**config.mk**
```make
export PLATFORM = sky130hd
export DESIGN_NAME = rtc_time_counter
export DESIGN_NICKNAME = d
export VERILOG_FILES = /design/src/rtl/rtc_time_counter.sv
export SDC_FILE = /design/constraint.sdc
export NUM_CORES = 1
export LEC_CHECK = 0
export ABC_CLOCK_PERIOD_IN_PS = 6300
export CAP_MARGIN = 20
export CORE_MARGIN = 8
export CORE_UTILIZATION = 45
export CTS_BUF_LIST = sky130_fd_sc_hd__clkbuf_4
export DETAILED_ROUTE_END_ITERATION = 10
export PLACE_DENSITY = 0.7
export SLEW_MARGIN = 20
export SYNTH_ARGS = -nofsm -noshare
export SYNTH_HDL_FRONTEND = slang
export SYNTH_SLANG_ARGS = --single-unit
```
**constraint.sdc**
```tcl
create_clock -name clk -period 6.3 [get_ports clk]
set_input_delay 1.575 -clock clk [delete_from_list [all_inputs] [get_ports clk]]
set_output_delay 1.575 -clock clk [all_outputs]
set_load 0.02 [all_outputs]
```
**src/rtl/rtc_time_counter.sv**
```systemverilog
// rtc_time_counter
//
// Real-time clock core. Divides clk down to a 1 Hz tick and keeps a 24 h
// time of day in hour_rtc/min_rtc/sec_rtc. A user-interface FSM can load a
// new time with a one-cycle time_set strobe; out-of-range loads are refused
// and flagged on set_err.
//
// Parameters:
//   CLK_DIV      clk cycles per second (>= 2)
//   DIV_W        prescaler width, 2**DIV_W >= CLK_DIV
//
// Ports:
//   clk          system clock
//   rst          synchronous active-high reset, overrides everything
//   run_en       1 = prescaler and time advance, 0 = both frozen
//   time_set     one-cycle load strobe
//   set_hour_in  hour to load (0..23)
//   set_min_in   minute to load (0..59)
//   set_sec_in   second to load (0..59)
//   hour_rtc     current hour (0..23)
//   min_rtc      current minute (0..59)
//   sec_rtc      current second (0..59)
//   sec_tick     one-cycle pulse, coincident with each new second value
//   day_wrap     one-cycle pulse, coincident with the 23:59:59 -> 00:00:00 step
//   set_err      sticky: the most recent time_set was rejected
//
// Optional build macro RTC_BCD_EN:
//   adds hour_bcd/min_bcd/sec_bcd (tens nibble high, units nibble low),
//   registered alongside the binary time and reset to 8'h00.

module rtc_time_counter #(
  parameter int unsigned CLK_DIV = 50000000,
  parameter int unsigned DIV_W   = 26
) (
  input  logic       clk,
  input  logic       rst,
  input  logic       run_en,
  input  logic       time_set,
  input  logic [4:0] set_hour_in,
  input  logic [5:0] set_min_in,
  input  logic [5:0] set_sec_in,
  output logic [4:0] hour_rtc,
  output logic [5:0] min_rtc,
  output logic [5:0] sec_rtc,
  output logic       sec_tick,
  output logic       day_wrap,
  output logic       set_err
`ifdef RTC_BCD_EN
  ,
  output logic [7:0] hour_bcd,
  output logic [7:0] min_bcd,
  output logic [7:0] sec_bcd
`endif
);

  localparam logic [DIV_W-1:0] DivLast = DIV_W'(CLK_DIV - 1);

  // Prescaler and time-of-day state
  logic [DIV_W-1:0] div_q, div_d;
  logic [4:0]       hour_q, hour_d;
  logic [5:0]       min_q, min_d;
  logic [5:0]       sec_q, sec_d;
  logic             sec_tick_q, sec_tick_d;
  logic             day_wrap_q, day_wrap_d;
  logic             set_err_q, set_err_d;

  logic tick;
  logic set_ok;

  // Terminal count only counts as a tick while running; a frozen prescaler
  // parked at DivLast must not keep firing.
  assign tick = run_en && (div_q == DivLast);

  assign set_ok = (set_hour_in <= 5'd23) &&
                  (set_min_in  <= 6'd59) &&
                  (set_sec_in  <= 6'd59);

  always_comb begin
    div_d      = div_q;
    hour_d     = hour_q;
    min_d      = min_q;
    sec_d      = sec_q;
    sec_tick_d = 1'b0;
    day_wrap_d = 1'b0;
    set_err_d  = set_err_q;

    if (run_en) begin
      div_d = tick ? '0 : div_q + 1'b1;
    end

    if (tick) begin
      sec_tick_d = 1'b1;
      if (sec_q == 6'd59) begin
        sec_d = 6'd0;
        if (min_q == 6'd59) begin
          min_d = 6'd0;
          if (hour_q == 5'd23) begin
            hour_d     = 5'd0;
            day_wrap_d = 1'b1;
          end else begin
            hour_d = hour_q + 5'd1;
          end
        end else begin
          min_d = min_q + 6'd1;
        end
      end else begin
        sec_d = sec_q + 6'd1;
      end
    end

    // A valid load wins over a coincident tick and restarts the second.
    // A rejected load only raises set_err; counting carries on untouched.
    if (time_set) begin
      if (set_ok) begin
        hour_d     = set_hour_in;
        min_d      = set_min_in;
        sec_d      = set_sec_in;
        div_d      = '0;
        sec_tick_d = 1'b0;
        day_wrap_d = 1'b0;
        set_err_d  = 1'b0;
      end else begin
        set_err_d  = 1'b1;
      end
    end
  end

  always_ff @(posedge clk) begin
    if (rst) begin
      div_q      <= '0;
      hour_q     <= 5'd0;
      min_q      <= 6'd0;
      sec_q      <= 6'd0;
      sec_tick_q <= 1'b0;
      day_wrap_q <= 1'b0;
      set_err_q  <= 1'b0;
    end else begin
      div_q      <= div_d;
      hour_q     <= hour_d;
      min_q      <= min_d;
      sec_q      <= sec_d;
      sec_tick_q <= sec_tick_d;
      day_wrap_q <= day_wrap_d;
      set_err_q  <= set_err_d;
    end
  end

  assign hour_rtc = hour_q;
  assign min_rtc  = min_q;
  assign sec_rtc  = sec_q;
  assign sec_tick = sec_tick_q;
  assign day_wrap = day_wrap_q;
  assign set_err  = set_err_q;

`ifdef RTC_BCD_EN
  // Binary 0..59 to packed two-digit BCD. A compare cascade is enough for
  // this range and avoids a divider.
  function automatic logic [7:0] to_bcd(input logic [5:0] v);
    logic [3:0] tens;
    logic [5:0] rem;
    if (v >= 6'd50) begin
      tens = 4'd5; rem = v - 6'd50;
    end else if (v >= 6'd40) begin
      tens = 4'd4; rem = v - 6'd40;
    end else if (v >= 6'd30) begin
      tens = 4'd3; rem = v - 6'd30;
    end else if (v >= 6'd20) begin
      tens = 4'd2; rem = v - 6'd20;
    end else if (v >= 6'd10) begin
      tens = 4'd1; rem = v - 6'd10;
    end else begin
      tens = 4'd0; rem = v;
    end
    return {tens, rem[3:0]};
  endfunction

  logic [7:0] hour_bcd_q, min_bcd_q, sec_bcd_q;

  // Converted from the next-state values so BCD lands on the same edge as
  // the binary registers.
  always_ff @(posedge clk) begin
    if (rst) begin
      hour_bcd_q <= 8'h00;
      min_bcd_q  <= 8'h00;
      sec_bcd_q  <= 8'h00;
    end else begin
      hour_bcd_q <= to_bcd({1'b0, hour_d});
      min_bcd_q  <= to_bcd(min_d);
      sec_bcd_q  <= to_bcd(sec_d);
    end
  end

  assign hour_bcd = hour_bcd_q;
  assign min_bcd  = min_bcd_q;
  assign sec_bcd  = sec_bcd_q;
`endif

endmodule

```
==> After elaboration in Yosys (flattened, before gate mapping) <==
Cells that the tools add are included.
{ "classes": {"add_sub_neg": 4, "magnitude_cmp": 3, "n_eq_ne": 4, "muxes": 29, "n_reduce_logical": 3} }
{ "op_table": {"columns": ["op", "count"], "rows": [
  ["$mux W26", 4],
  ["$mux W6", 9],
  ["$mux W5", 6],
  ["$add A26 B1 Y26 const B", 1],
  ["$eq A26 B26 Y1 const B", 1],
  ["$add A6 B1 Y6 const B", 2],
  ["$eq A6 B6 Y1 const B", 2],
  ["$le A6 B6 Y1 const B", 2],
  ["$mux W1", 10],
  ["$add A5 B1 Y5 const B", 1],
  ["$eq A5 B5 Y1 const B", 1],
  ["$le A5 B5 Y1 const B", 1],
  ["$logic_and A1 B1 Y1", 3]
]} }
{ "word_totals": {"ff_bits": 46, "input_bits": 21, "output_inout_bits": 20, "wordCells": 50} }

==> Depth between registers and ports, before layout <==
Gate-level depths: netlist of the first run.
{ "logic_depth": {"ltp_word": 7, "mapped_depth": 7, "mapped_depth_nobuf": 6} }

==> Worst setup path before layout of the first run <==
Ideal clock, no wire load.
{ "synth_timing": {"path_kind": "input to register", "startpoint": "input run_en", "endpoint": "register min_q[2], in the netlist min_rtc[2]", "setup_ns": 0.091, "t_arrival_ns": 2.775, "setup_slack_ns": 3.434, "cell_stages": 5, "path_buffers": 0, "path_cell_list": "nand3_1 -> nor2_2 -> nand4_2 -> or4_1 -> a311oi_1"} }
{ "synth_between": {"elab_chain_cells": 4} }
{ "synth_rtl": {"columns": ["element", "line_no", "source"], "rows": [
  ["start: declaration", "37", "input logic run_en,"],
  ["$logic_and A1 B1 Y1 *", "72", "assign tick = run_en && (div_q == DivLast);"],
  ["$mux W6 *", "91", "if (tick) begin"],
  ["$mux W6", "114", "if (set_ok) begin"],
  ["$mux W6 *", "113", "if (time_set) begin"],
  ["end signal: assignment", "140", "min_q <= min_d;"],
  ["end: declaration", "61", "logic [5:0] min_q, min_d;"]
]} }
Every way passes the cells marked *; elsewhere a longest branch is shown, timed or not.
A chain may end at the register's enable or synchronous reset.

==> Worst setup path after layout of the first run <==
Ends and elaborated chain as after synthesis.

==> impl_results.md, run 1 <==
* Period utilisation layout at 0.590
* Clock latency on the worst-skew pair at 370 ps
* CTS H-Tree Depth at 2
* First-pass GRT wire length at 10.1 mm
* Longest Clk Path Bufs at 2
* Routability cong. at 0.809
* Sequential share of power at 0.548
* Most frequent cells in the layout: nor2_1, dfxtp_1, clkdlybuf4s50_1
* Synth unique cells at 47
* Initial DRC Count at 128
* Clock network fraction of total power at 0.322
* Row cnt at 26
* DP HPWL at 4.31 mm
* Max Fclk at 269 MHz
* Syn Area/Cell at 8.30 um2
* Gate count of the mapped netlist at 284
* Worst min path class: flop to flop
* Critical path class: input port to flop
* Pleak at 0.948 nW
* Final Skew at 15.6 ps
* Dpl ws at 2210 ps
* Core Area at 0.00507 mm2
* Crit path required time at 6590 ps
* Post-synthesis async set-or-reset flop share at 0
* Net Sw Power at 0.150 mW
* # diodes at 0
* Hold depth at 2
* Worst Reg2Reg Path Length in Cells at 5
* Setup tns final at 0 ps
* Unrepaired setup endpoints after global routing: no
* Layout cells sized above 1 at 0.0619
* Hold_sp: div_q[1]
* Fill cells at 507
* Area taken by multi-input logic gates at 0.00139 mm2
* CTS tree: built
* Run status: complete, no violations
* Ports at 41
* Crit-path cells: clkdlybuf4s50_1 > nand3_1 > nor2_2 > nand4_2 > or4_1 > a311oi_1
* Cell area after synthesis at 0.00236 mm2
* CTS Sinks at 46
* Placed insts at 385
* Final WS setup at 2580 ps
* Pint at 0.421 mW
* Root buf cell: clkbuf_4
* Area contributors post-synth: dfxtp_1, nor2_1, xor2_1
* Antenna-violating nets left at 0
* Grt ovf at 0
* Initial Util at 0.465
* Slew HR at 0.510
* Worst setup SP type: input port
* Cts bufs inserted at 5
* Power Total at 0.571 mW
* Final Routed Wirelength at 5.98 mm
* Yosys top cell area share at 0.390
* Synth Net Count at 309
* Yosys top cell by area: dfxtp_1
* Die Y at 88.4 um
* Post-CTS setup buffer count at 0
* Area Growth Syn to Fin at 23.1%
* Crit path largest cell delay at 590 ps
* Sw frac at 0.263
* First-pass iteration count of the detailed router at 4
* Max rail drop VDD at 98.3 uV
* Fin. max-slew vios at 0
* R2R Path End: min_rtc[2]
* Crit. End Element: flop
* Final net count at 347
* GRT Util Overall at 0.162
* Hold_buf cts at 0
* Number of synthesized flops with an enable pin at 0
* Combinational Power Share at 0.130
* Initial antenna violation count at 0
* YS warnings at 0
* Hold slack at 503 ps
* Seq/Total Area, Yosys at 0.390
* PortBufs at 40
* Reg area at 921 um2
* Power Density at 197 mW/mm2
* Prevailing post-synth register cell: dfxtp_1
* DR WL/cell at 15.2 um
* Final count of hold timing violations at 0
* Crit Reg-Reg Startpoint: div_q[10]
* Flop2flop setup slack at 3710 ps
* Max cap viols at 0
* DR DRC count at 0
* Post-CTS Resized at 0
* Peak fanout along the critical path at 17
* Non-Filler Instances at 393
* Vias in the first global route at 2123
* Clock-pin transition on the worst setup and hold timing paths at 150 ps
* Largest net degree at the start of global routing at 26
* Drt via density at 5.66
* CP arrival at 4000 ps
* Hold worst-path end: div_q[1]
* Die area at 0.00781 mm2
* Vias at 2224
* CP max-delay cell: clkdlybuf4s50_1
* Synth Register Bits at 46
* Period minus WS final at 3720 ps
* Pin slew with the least headroom to its limit at 733 ps
* Endpoints failing setup at 0
* Die width at 88.4 um
* Commonest non-fill, non-tap cell in the layout: nor2_1
==> cell type report <==
type,instances,area share
clock buffers,5,0.0129
clock inverters,3,0.0155
inverters,2,0.00259
multi-input cells,225,0.478
flip-flops and latches,46,0.317
well taps,70,0.0302
repair buffers,42,0.143
==> synthesized netlist by cell type (4+ instances only) <==
cell type	n
o31ai_1	4
nand4_1	19
a311oi_1	12
nand3_1	16
and3_1	6
or3_1	6
nand2_1	28
nor2_1	50
a21oi_1	4
o21ai_0	8
clkbuf_1	10
and2_1	4
dfxtp_1	46
ha_1	4
or4_1	4
xor2_1	20
==> worst max-delay path by stage <==
stage | start | to | cells after the start | slack (ps)
after global placement | run_en | min_rtc[2] | 6 | 2270
final | run_en | min_rtc[2] | 6 | 2580
after detailed placement | run_en | min_rtc[2] | 6 | 2210
after CTS | run_en | min_rtc[2] | 6 | 2620
after floorplan | run_en | min_rtc[2] | 5 | 3430
after global routing | run_en | min_rtc[2] | 6 | 2420
==> power by group through the flow <==
stage | registers [mW] | clock network (mW) | logic [mW]
6_report | 0.313 | 0.184 | 0.0744
2_1_floorplan | 0.327 | 0 | 0.0259
3_5_place_dp | 0.319 | 0 | 0.0749
4_1_cts | 0.312 | 0.189 | 0.0750
5_1_grt | 0.314 | 0.202 | 0.0812
3_3_place_gp | 0.319 | 0 | 0.0745
==> metrics by stage <==
step                utilization  instance area [um2]
floorplan                     -                 2360
global placement          0.556                 2820
detailed placement        0.556                 2820
CTS                       0.572                 2900
global route              0.572                 2900
finish                    0.572                 2900
==> per-layer routing <==
metal / part of all wire / GRT usage / vias to the layer above
li1: - / - / 1119
met1: 0.48 / 0.198 / 1043
met2: 0.46 / 0.274 / 54
met3: 0.051 / 0.0362 / 8
met4: 0.013 / 0.0507 / 0
met5: 0 / 0 / -
==> registers in the layout, summed over array words and instances (netlist names) <==
| name | flops |
|---|---|
| div_q | 26 |
| set_err | 1 |
| hour_rtc | 5 |
| sec_tick | 1 |
| sec_rtc | 6 |
| day_wrap | 1 |
| min_rtc | 6 |
==> kinds of logic (layout without fill, tap and decap cells) <==
kind of cell | after synthesis | in the layout | synth area share
adder cells (fa/ha/maj) | 4 | 4 | 0.0212
XOR/XNOR | 23 | 23 | 0.0854
AND/OR/NAND/NOR | 160 | 160 | 0.362
AO/OA/AOI/OAI | 38 | 38 | 0.120
buffers and inverters | 13 | 52 | 0.0207
flip-flops | 46 | 46 | 0.390
==> worst max-delay path, delay by kind of cell <==
| kind | cells | cell delay [ps] |
|---|---|---|
| buf+inv | 1 | 590 |
| simple gates | 4 | 1590 |
| compound gates | 1 | 250 |
Power figures use the tool's default switching activity.
==> inputs of run 2 (changes only) <==
- ABC_CLOCK_PERIOD_IN_PS: 6300 -> 3650
- clock period: 6.3 -> 3.65 ns (I/O delays scaled with it)
==> run 2 against run 1 <==
Sequential share of layout area down 0.068 points. Power up 60%. Critical path depth unchanged. Register-to-register slack worse by 2600 ps. Global-route usage down 0.73 points. Sequential power up 72%. Combinational power up 75%. Largest cell class unchanged. First-iteration DRC count up 21%.
==> impl_results.md, run 2 (synthesis gave the netlist of run 1 again) <==
* Crit path largest cell delay at 580 ps
* Fill cells at 470
* Max FFs per register at 26
* Non-Filler Instances at 397
* Placed insts at 389
* Routability cong. at 0.810
* Die area at 0.00781 mm2
* Area Growth Syn to Fin at 23.3%
* Unrepaired setup endpoints after global routing: no
* Final Routed Wirelength at 5.89 mm
* Clock network fraction of total power at 0.269
* CP max-delay cell: clkdlybuf4s50_1
* Antenna-violating nets left at 0
* GRT Util Overall at 0.155
* Die Y at 88.4 um
* Combinational Power Share at 0.142
* Hold_buf cts at 0
* Worst path depth at 6
* Power Total at 0.915 mW
* Reg area at 921 um2
* Utilization after layout at 0.573
* CP arrival at 3080 ps
* Pleak at 0.962 nW
* Slew HR at 0.609
* CTS tree: built
* Root buf cell: clkbuf_4
* Initial antenna violation count at 0
* Top reg by flops: div_q
* Fin. max-slew vios at 0
* Busiest grt layer: met2
* Met1 Track Usage GR at 0.194
* Sw frac at 0.280
* Max cap viols at 0
* Cts bufs inserted at 5
* Longest Clk Path Bufs at 2
* Vias in the first global route at 1997
* Worst min path class: flop to flop
* Initial DRC Count at 155
* Initial Util at 0.465
* PortBufs at 40
* Grt ovf at 0
* Pint at 0.659 mW
* Crit. End Element: flop
* Worst Reg2Reg Path Length in Cells at 5
* CTS Sinks at 46
* GR Layer Usage met3 at 0.0436
* Drt via density at 5.58
* Final WS setup at 856 ps
* Worst setup SP type: input port
* Ports at 41
* Critical path class: input port to flop
* CTS H-Tree Depth at 2
* Pin slew with the least headroom to its limit at 583 ps
* Crit path required time at 3930 ps
* Setup tns final at 0 ps
* Post-CTS setup buffer count at 0
* Most frequent cells in the layout: nor2_1, dfxtp_1, clkdlybuf4s50_1
* Hold depth at 2
* Final net count at 351
* Row cnt at 26
* DR WL/cell at 14.8 um
* First-pass iteration count of the detailed router at 4
* Post-DP Area at 0.00285 mm2
* Run status: complete, no violations
* Post-CTS Resized at 0
* Clock-pin transition on the worst setup and hold timing paths at 150 ps
* Final count of hold timing violations at 0
* DP HPWL at 4.40 mm
* Largest net degree at the start of global routing at 26
* Buf/Inv on CP at 1
* Fin area at 0.00291 mm2
* DR DRC count at 0
* Period utilisation layout at 0.766
* Hold slack at 491 ps
* Max rail drop VDD at 185 uV
* Period minus WS final at 2790 ps
* Peak fanout along the critical path at 9
* Crit-path cells: clkdlybuf4s50_1 > nand3_1 > nor2_2 > nand4_2 > or4_1 > a311oi_1
* Power Density at 315 mW/mm2
* Endpoints failing setup at 0
* Clock latency on the worst-skew pair at 370 ps
* Area taken by multi-input logic gates at 0.00139 mm2
* Max Fclk at 358 MHz
* Commonest non-fill, non-tap cell in the layout: nor2_1
* Dpl ws at 467 ps
* Sequential share of power at 0.589
* # diodes at 0
* Final Skew at 15.9 ps
* Met2 usage at 0.251
* Net Sw Power at 0.256 mW
* Crit path max-delay family: simple AND/OR/NAND/NOR gates
* Die width at 88.4 um
* Vias at 2214
* Layout cells sized above 1 at 0.0734
* Core Area at 0.00507 mm2
* First-pass GRT wire length at 9.62 mm
run 2: layer usage:
metal | vias to the layer above | wire [um]
met1 | 1019 | 2730
met5 | - | 0
met2 | 62 | 2750
li1 | 1129 | -
met3 | 4 | 361
met4 | 0 | 52
run 2: cell type report:
cell class / count / share of cell area
clock buffer: 5 / 0.0129
clock inverter: 3 / 0.00731
inverter: 2 / 0.00258
multi-input combinational: 225 / 0.477
sequential: 46 / 0.317
tap: 70 / 0.0301
timing repair buffer: 46 / 0.153
run 2: worst min-delay path, stage by stage (launching register included):
cell     delay (ps)
dfxtp_1         350
nor2_1           50
nor2_1           70
run 2: final timing paths:
path / startpoint / slack (ps) / end
setup / recovery: run_en / 860 / min_rtc[2]
hold / removal: set_err / 490 / set_err
setup reg to reg: div_q[10] / 1090 / min_rtc[2]
hold reg to reg: set_err / 490 / set_err
run 2: power groups by stage:
stage                     clock, mW  combinational, mW  sequential [mW]
final                         0.246              0.130            0.539
after global routing          0.273              0.142            0.543
after CTS                     0.257              0.131            0.539
after detailed placement          0              0.131            0.550
after global placement            0              0.131            0.550
after floorplan                   0             0.0447            0.564
==> inputs of run 3 (changes only) <==
- ABC_CLOCK_PERIOD_IN_PS: 3650 -> 2800
- clock period: 3.65 -> 2.8 ns (I/O delays scaled with it)
==> run 3 against run 2 <==
Sequential power up 31%. Clock-buffer cell count stayed put. Via count up 0.50%. Utilization up 0.79 points. Setup slack worse by 460 ps. Clock skew down 8.5 ps. Highest routed layer unchanged. Design area grew 1.4%. Hold slack worse by 9.3 ps. Clock power up 27%. First-iteration DRC count is 43% lower. Largest cell class unchanged. Die area unchanged.
==> impl_results.md, run 3 (synthesis gave the netlist of run 1 again) <==
* Crit. End Element: flop
* Clock latency on the worst-skew pair at 370 ps
* Final count of hold timing violations at 0
* Max cap viols at 0
* Clock-pin transition on the worst setup and hold timing paths at 140 ps
* Top reg by flops: div_q
* Area Growth Syn to Fin at 25.0%
* Grt ovf at 0
* Period utilisation layout at 0.858
* Worst setup SP type: flop
* Core Area at 0.00507 mm2
* Routability cong. at 0.858
* Unrepaired setup endpoints after global routing: no
* Hold_sp: set_err
* Crit path from: div_q[10]
* Max FFs per register at 26
* DP HPWL at 4.40 mm
* Longest Clk Path Bufs at 2
* Period minus WS final at 2400 ps
* Power Total at 1.19 mW
* First-pass GRT wire length at 9.85 mm
* Placed insts at 395
* DR DRC count at 0
* Ports at 41
* Final Routed Wirelength at 5.89 mm
* Initial DRC Count at 89
* Final Skew at 7.32 ps
* Most frequent cells in the layout: nor2_1, dfxtp_1, clkdlybuf4s50_1
* Cts bufs inserted at 5
* Fin. max-slew vios at 0
* Initial antenna violation count at 0
* Post-CTS setup buffer count at 0
* Run status: complete, no violations
* First-pass iteration count of the detailed router at 5
* CTS Sinks at 46
* Row cnt at 26
* Commonest non-fill, non-tap cell in the layout: nor2_1
* Power Density at 403 mW/mm2
* Hold_buf cts at 0
* Vias at 2225
* PortBufs at 40
* Vias in the first global route at 2105
* Pleak at 0.990 nW
* Max rail drop VDD at 223 uV
* Max Fclk at 416 MHz
* Crit path required time at 3100 ps
* CTS tree: built
* Peak fanout along the critical path at 10
* Setup tns final at 0 ps
* Final net count at 357
* Post-CTS Resized at 0
* CTS H-Tree Depth at 2
* CP arrival at 2700 ps
* Die area at 0.00781 mm2
* Crit Reg-Reg Startpoint: div_q[10]
* DR WL/cell at 14.6 um
* GRT Util Overall at 0.158
* Initial Util at 0.465
* # diodes at 0
* Root buf cell: clkbuf_4
* Antenna-violating nets left at 0
* Drt via density at 5.52
* Die width at 88.4 um
* Worst min path class: flop to flop
* Pin slew with the least headroom to its limit at 396 ps
* Die Y at 88.4 um
* Endpoints failing setup at 0
* Crit-path cells: or4b_4 > nor4_4 > buf_4 > nand4_2 > or4_1 > a311oi_1
* Non-Filler Instances at 403
* Slew HR at 0.735
* CP max-delay cell: or4b_4
* Largest net degree at the start of global routing at 23
* Layout cells sized above 1 at 0.0871
* Crit path largest cell delay at 570 ps
* Critical path class: flop to flop
## run 3: stage by stage
| stage | cell area (um2) | setup slack [ps] | hold WS, ps | utilization |
|---|---|---|---|---|
| detailed placement | 2900 | 155 | 460 | 0.571 |
| floorplan | 2360 | 528 | 462 | - |
| finish | 2950 | 398 | 482 | 0.581 |
| CTS | 2950 | 397 | 491 | 0.581 |
| global route | 2950 | 250 | 522 | 0.581 |
| global placement | 2900 | 215 | 450 | 0.571 |
## run 3: report_power, final
part           switching [mW]  internal [mW]
clock network           0.219         0.0936
registers              0.0282          0.676
logic                  0.0839         0.0889
## run 3: final cells by class
type | instances | area (um2)
inverters | 2 | 7.51
well taps | 70 | 87.6
flip-flops and latches | 46 | 921
repair buffers | 52 | 490
clock buffers | 5 | 37.5
fillers | 489 | 2130
multi-input cells | 225 | 1390
clock inverters | 3 | 16.3
## run 3: critical path, delay by kind of cell (launching register included)
kind / cells / cell delay, ps
AND/OR/NAND/NOR: 4 / 1490
flip-flops: 1 / 370
AO/OA/AOI/OAI: 1 / 270
buffers and inverters: 1 / 210
## run 3: worst paths after layout
check	end	slack [ps]	cells past startpoint
setup reg to reg	min_rtc[2]	400	6
hold reg to reg	set_err	480	2
hold / removal	set_err	480	2
setup / recovery	min_rtc[2]	400	6
## run 3: layer usage
layer / vias up / part of all wire / global-route usage
li1: 1141 / - / -
met1: 1035 / 0.46 / 0.191
met2: 44 / 0.47 / 0.266
met3: 5 / 0.061 / 0.0409
met4: 0 / 0.012 / 0.0461
met5: - / 0 / 0
